--- src/rtl/inst_sequencer.sv ---
`default_nettype none
// ============================================================================
// Module      : inst_sequencer
// Description : Issuing side of the run/done handshake. Fetches instructions,
//               issues them one at a time, and stops on halt, end of program
//               or a hung controller.
// Revision    : 1.0 - initial release
// ============================================================================
module inst_sequencer #(
    parameter int          ADDR_W   = 8,
    parameter int          PROG_LEN = 256,
    parameter logic [15:0] HALT_OP  = 16'hFFFF,
    parameter int          TIMEOUT  = 15
) (
    input  logic              clk,
    input  logic              reset_n,
    input  logic              start,
    output logic              imem_rd,
    output logic [ADDR_W-1:0] imem_addr,
    input  logic [15:0]       imem_data,
    output logic [15:0]       d_inst,
    output logic              run,
    input  logic              done,
    output logic              busy,
    output logic              halted,
    output logic              err,
    output logic [15:0]       inst_count
);

    localparam int                  c_WDOG_W    = $clog2(TIMEOUT + 1);
    localparam logic [ADDR_W-1:0]   c_LAST_PC   = ADDR_W'(PROG_LEN - 1);
    localparam logic [c_WDOG_W-1:0] c_WDOG_LIM  = c_WDOG_W'(TIMEOUT);
    localparam logic [15:0]         c_COUNT_MAX = 16'hFFFF;

    typedef enum logic [2:0] {
        S_IDLE     = 3'd0,
        S_FETCH    = 3'd1,
        S_WAIT_MEM = 3'd2,
        S_ISSUE    = 3'd3,
        S_EXEC     = 3'd4,
        S_HALTED   = 3'd5,
        S_ERROR    = 3'd6
    } state_t;

    state_t              r_state;
    state_t              w_state_next;
    logic [ADDR_W-1:0]   r_pc;
    logic [15:0]         r_d_inst;
    logic [c_WDOG_W-1:0] r_wdog;
    logic [c_WDOG_W-1:0] w_wdog_inc;
    logic [15:0]         r_inst_count;
    logic                w_restart;
    logic                w_accept;
    logic                w_latch;

    assign w_wdog_inc = r_wdog + 1'b1;

    always_ff @(posedge clk or negedge reset_n) begin
        if (!reset_n) begin
            r_state <= S_IDLE;
        end else begin
            r_state <= w_state_next;
        end
    end

    // Done takes priority over the watchdog when both land in the same cycle.
    always_comb begin
        w_state_next = r_state;
        w_restart    = 1'b0;
        w_accept     = 1'b0;
        w_latch      = 1'b0;
        case (r_state)
            S_IDLE, S_HALTED, S_ERROR: begin
                if (start) begin
                    w_restart    = 1'b1;
                    w_state_next = S_FETCH;
                end
            end
            S_FETCH: begin
                w_state_next = S_WAIT_MEM;
            end
            S_WAIT_MEM: begin
                if (imem_data == HALT_OP) begin
                    w_state_next = S_HALTED;
                end else begin
                    w_latch      = 1'b1;
                    w_state_next = S_ISSUE;
                end
            end
            S_ISSUE: begin
                w_state_next = S_EXEC;
            end
            S_EXEC: begin
                if (done) begin
                    w_accept     = 1'b1;
                    w_state_next = (r_pc == c_LAST_PC) ? S_HALTED : S_FETCH;
                end else if (w_wdog_inc == c_WDOG_LIM) begin
                    w_state_next = S_ERROR;
                end
            end
            default: begin
                w_state_next = S_IDLE;
            end
        endcase
    end

    always_ff @(posedge clk or negedge reset_n) begin
        if (!reset_n) begin
            r_pc <= '0;
        end else if (w_restart) begin
            r_pc <= '0;
        end else if (w_accept && (r_pc != c_LAST_PC)) begin
            r_pc <= r_pc + 1'b1;
        end
    end

    always_ff @(posedge clk or negedge reset_n) begin
        if (!reset_n) begin
            r_d_inst <= 16'h0000;
        end else if (w_latch) begin
            r_d_inst <= imem_data;
        end
    end

    always_ff @(posedge clk or negedge reset_n) begin
        if (!reset_n) begin
            r_wdog <= '0;
        end else if (r_state == S_ISSUE) begin
            r_wdog <= '0;
        end else if (r_state == S_EXEC) begin
            r_wdog <= w_wdog_inc;
        end
    end

    always_ff @(posedge clk or negedge reset_n) begin
        if (!reset_n) begin
            r_inst_count <= 16'h0000;
        end else if (w_restart) begin
            r_inst_count <= 16'h0000;
        end else if (w_accept && (r_inst_count != c_COUNT_MAX)) begin
            r_inst_count <= r_inst_count + 16'd1;
        end
    end

    assign imem_rd    = (r_state == S_FETCH);
    assign imem_addr  = r_pc;
    assign d_inst     = r_d_inst;
    assign run        = (r_state == S_ISSUE);
    assign busy       = (r_state == S_FETCH) || (r_state == S_WAIT_MEM) ||
                        (r_state == S_ISSUE) || (r_state == S_EXEC);
    assign halted     = (r_state == S_HALTED);
    assign err        = (r_state == S_ERROR);
    assign inst_count = r_inst_count;

endmodule
`default_nettype wire

--- config.mk ---
export PLATFORM = sky130hd
export DESIGN_NAME = inst_sequencer
export DESIGN_NICKNAME = d
export VERILOG_FILES = /design/src/rtl/inst_sequencer.sv
export SDC_FILE = /design/constraint.sdc
export NUM_CORES = 1
export LEC_CHECK = 0
export ABC_AREA = 1
export ABC_CLOCK_PERIOD_IN_PS = 1450
export CAP_MARGIN = 20
export CORE_AREA = 3 3 81 83
export CTS_CLUSTER_DIAMETER = 30
export DETAILED_ROUTE_END_ITERATION = 7
export DIE_AREA = 0 0 84 86
export PLACE_DENSITY = 0.76
export SYNTH_ARGS = -nofsm -noshare
export SYNTH_HDL_FRONTEND = slang
export SYNTH_SLANG_ARGS = --single-unit
--- constraint.sdc ---
create_clock -name clk -period 1.45 [get_ports clk]
set_input_delay 0.29 -clock clk [delete_from_list [all_inputs] [get_ports clk]]
set_output_delay 0.29 -clock clk [all_outputs]
set_load 0.03 [all_outputs]
==> metrics.md <==
| Metric | Value |
|---|---|
| Clock Skew | `0.00509 ns` |
| Largest net degree at the start of global routing | `48` |
| Multiplexer area fraction after synthesis | `0%` |
| Router iterations before antenna repair | `6` |
| Placed cells | `547` |
| Slowest stage delay, CP | `0.50 ns` |
| Synthesized Nets | `390` |
| Compound-Gate Fraction of Synth Area | `8.05%` |
| Initial antenna violation count | `0` |
| Grt ovf | `0` |
| #FFs+latches synth | `47` |
| FMAX | `581 MHz` |
| Layout cells sized above 1 | `37.7%` |
| Tcrit/Tclk final | `119%` |
| CTS Root Cell | `clkbuf_8` |
| Clk slew on worst S/H paths | `~0.10 ns` |
| Via count | `~3200` |
| Antenna Violating Nets Remaining | `0` |
| Worst EP required | `1.16 ns` |
| Critical path type | `reg -> out` |
| Input/output buffers | `64` |
| Largest family of logic cells by synthesized area | `simple AND/OR/NAND/NOR gates` |
| Cell area after synthesis | `roughly 2600 um^2` |
| Rel. slew slack | `between 70% and 80%` |
| Num rows | `28` |
| Violated checks | `negative setup slack` |
| Slew Viols, Final | `0` |
| Crit path DAT | `1.43 ns` |
| Async SR Flop Fraction | `100%` |
| Top FF cell, synth | `dfrtp_1` |
| Maxcap violations | `0` |
| Drt via density | `5.38` |
| # DRC | `0` |
| Clk Latency, worst-skew pair | `0.30 ns` |
| Final Power | `roughly 7.5 mW` |
| All-Layer GR Usage | `20.6%` |
| Die W | `84 um` |
| GPL Wtd Cong | `0.885` |
| FF-to-FF setup slack | `-0.21 ns` |
| CP Buf/Inv Count | `2` |
| Slowest cell on crit path | `dfrtp_2` |
| Vert. Die Dim | `~86 um` |
| Ordered cell list for the critical path | `inv_2 > nand3_2 > nand2_4 > nor2_2 > nand2_1 > buf_6` |
| Synth unique cells | `25` |
| Syn_area_per_cell | `7.22 um^2` |
| CP startpoint kind | `flip-flop` |
| Num CTS Buffers | `5` |
| Ys Warns | `0` |
| Top Ports | `65` |
| Slew @ Worst Pin | `0.337 ns` |
| Syn Inst Count | `366` |
| Setup crit end kind | `output port` |
| Leakage | `2.30 nW` |
| Crit path max-delay family | `flip-flops` |
| Sequential share of the synthesized area | `roughly 45%` |
| Ant. Diodes | `0` |
| Post-synth EDFFs | `0` |
| TritonCTS clock tree | `built` |
| Die area | `7220 um^2` |
| Final net count | `about 540` |
| Simple-gate portion of the synthesized area | `34.4%` |
| Post-layout min period | `~1.7 ns` |
| Longest Clk Path Bufs | `2` |
| Setup ws final | `-0.271 ns` |
| Outcome | `finished, violations left` |
| Via count of the first global-routing pass | `approximately 2800` |
| Setup violators final | `48` |
| Iter 0 DRT Violations | `between 200 and 300` |
| Synth Area in Adders | `under 10%` |
| H-tree Lvls | `2` |
| Initial Util | `44.6%` |
| Dpl hpwl | `5090 um` |
| Pwr per Cell Area | `1650 nW/um^2` |
| Final hold viol count | `0` |
| Synth-to-Final Area Change | `72.9%` |
| Drt wl/cell | `16.3 um` |
| Worst VDD drop | `1.31 mV` |
| CP Max Fanout | `5` |
| Synth Area in XOR/XNOR | `1.99%` |
| RSZ-0062 raised after global routing | `true` |
| Clock sinks | `47` |
| Routed WL | `9580 um` |
| WHS | `0.471 ns` |
| Fin cells | `589` |
| Core Area | `roughly 6000 um^2` |
| First-pass GRT wire length | `12300 um` |
| Worst Hold Class | `in -> async` |
timing repair:
| item | CTS | global route |
|---|---|---|
| endpoints found under the setup margin | 75 | 48 |
| resized for setup | 64 | 123 |
| pin swaps | 6 | 17 |
| buffers inserted | 14 | 14 |
| gates cloned | 1 | 5 |
| hold buffers | 1 | 0 |
| endpoints found under the hold margin | 47 | 0 |
registers in the layout (all words and copies together) (netlist names):
register	cells
d_inst	16
r_state	3
inst_count	16
imem_addr	8
r_wdog	4
per-layer routing:
metal,up-vias,track usage [%],share of wire [%]
met3,36,4.13,7.3
met4,0,5.56,2.7
li1,1451,-,-
met1,1505,26.2,39
met2,176,36.0,51
met5,-,0,0
layout by cell type (no fill, tap or decap), drive strengths merged:
cell and n:
clkbuf 12, a21oi 4, inv 56, clkdlybuf4s50 18
xor2 6, dlygate4sd3 1, nor2 40, dfrtp 47
o21bai 3, nand3 21, ha 4, dlygate4sd2 26
nand2 127, clkdlybuf4s15 8, nor3 5, o22ai 1
or2 1, o21ai 32, nand4 15, buf 87
cell usage after synthesis (4+ instances only):
master,number,area (um^2)
nand2_1,125,469
inv_1,48,180
dfrtp_1,47,1180
nor2_1,36,135
o21ai_0,27,135
nand3_1,20,100
nand4_1,15,93.8
xor2_1,6,52.6
inv_2,5,18.8
a21oi_1,4,20.0
ha_1,4,50.1
nor2_4,4,45.0
nor3_1,4,20.0
o21ai_1,4,20.0
power by group:
part	total (mW)	internal [mW]	leakage (nW)	switching, mW
clock	0.869	0.359	0.0495	0.510
combinational	4.59	2.07	1.65	2.52
sequential	2.08	1.68	0.601	0.399
total	7.54	4.11	2.30	3.43
path summary, 6_finish.rpt:
kind,start,to,cells after the start
setup / recovery,r_state[2],busy,6
hold / removal,reset_n,imem_addr[2],3
setup reg to reg,r_state[2],inst_count[4],10
hold reg to reg,d_inst[0],d_inst[0],2
max in group asynchronous,reset_n,inst_count[4],3
min in group clk,d_inst[0],d_inst[0],2
tightest hold or removal path, stage by stage:
cell,delay [ns]
dlygate4sd3_1,0.52
buf_2,0.12
buf_12,0.24
cell families after synthesis:
| family | Yosys count |
|---|---|
| AOI/OAI and AO/OA | 40 |
| xor gates and xnor gates | 6 |
| adders and majority gates | 4 |
| buffers and inverters | 60 |
| DFF | 47 |
| and+or+nand+nor | 209 |
cell type report:
type                            count  area, um^2
Fill cell                         369        1350
Tap cell                           75        93.8
Sequential cell                    47        1190
Clock buffer                        5        68.8
Timing Repair Buffer              147        1410
Multi-Input combinational cell    259        1570
Clock inverter                      3        26.3
Inverter                           53         211
per-stage QoR:
step	utilization (%)	setup TNS (ns)	worst slack [ns]	instance area [um^2]
floorplan	-	-0.234	-0.0269	2690
global placement	63.6	-6.75	-0.219	3770
detailed placement	63.6	-8.10	-0.242	3770
CTS	68.5	-0.879	-0.241	4050
global route	77.2	-9.30	-0.322	4570
finish	77.2	-6.08	-0.271	4570
Note: power is estimated with default switching activity, not from simulation.
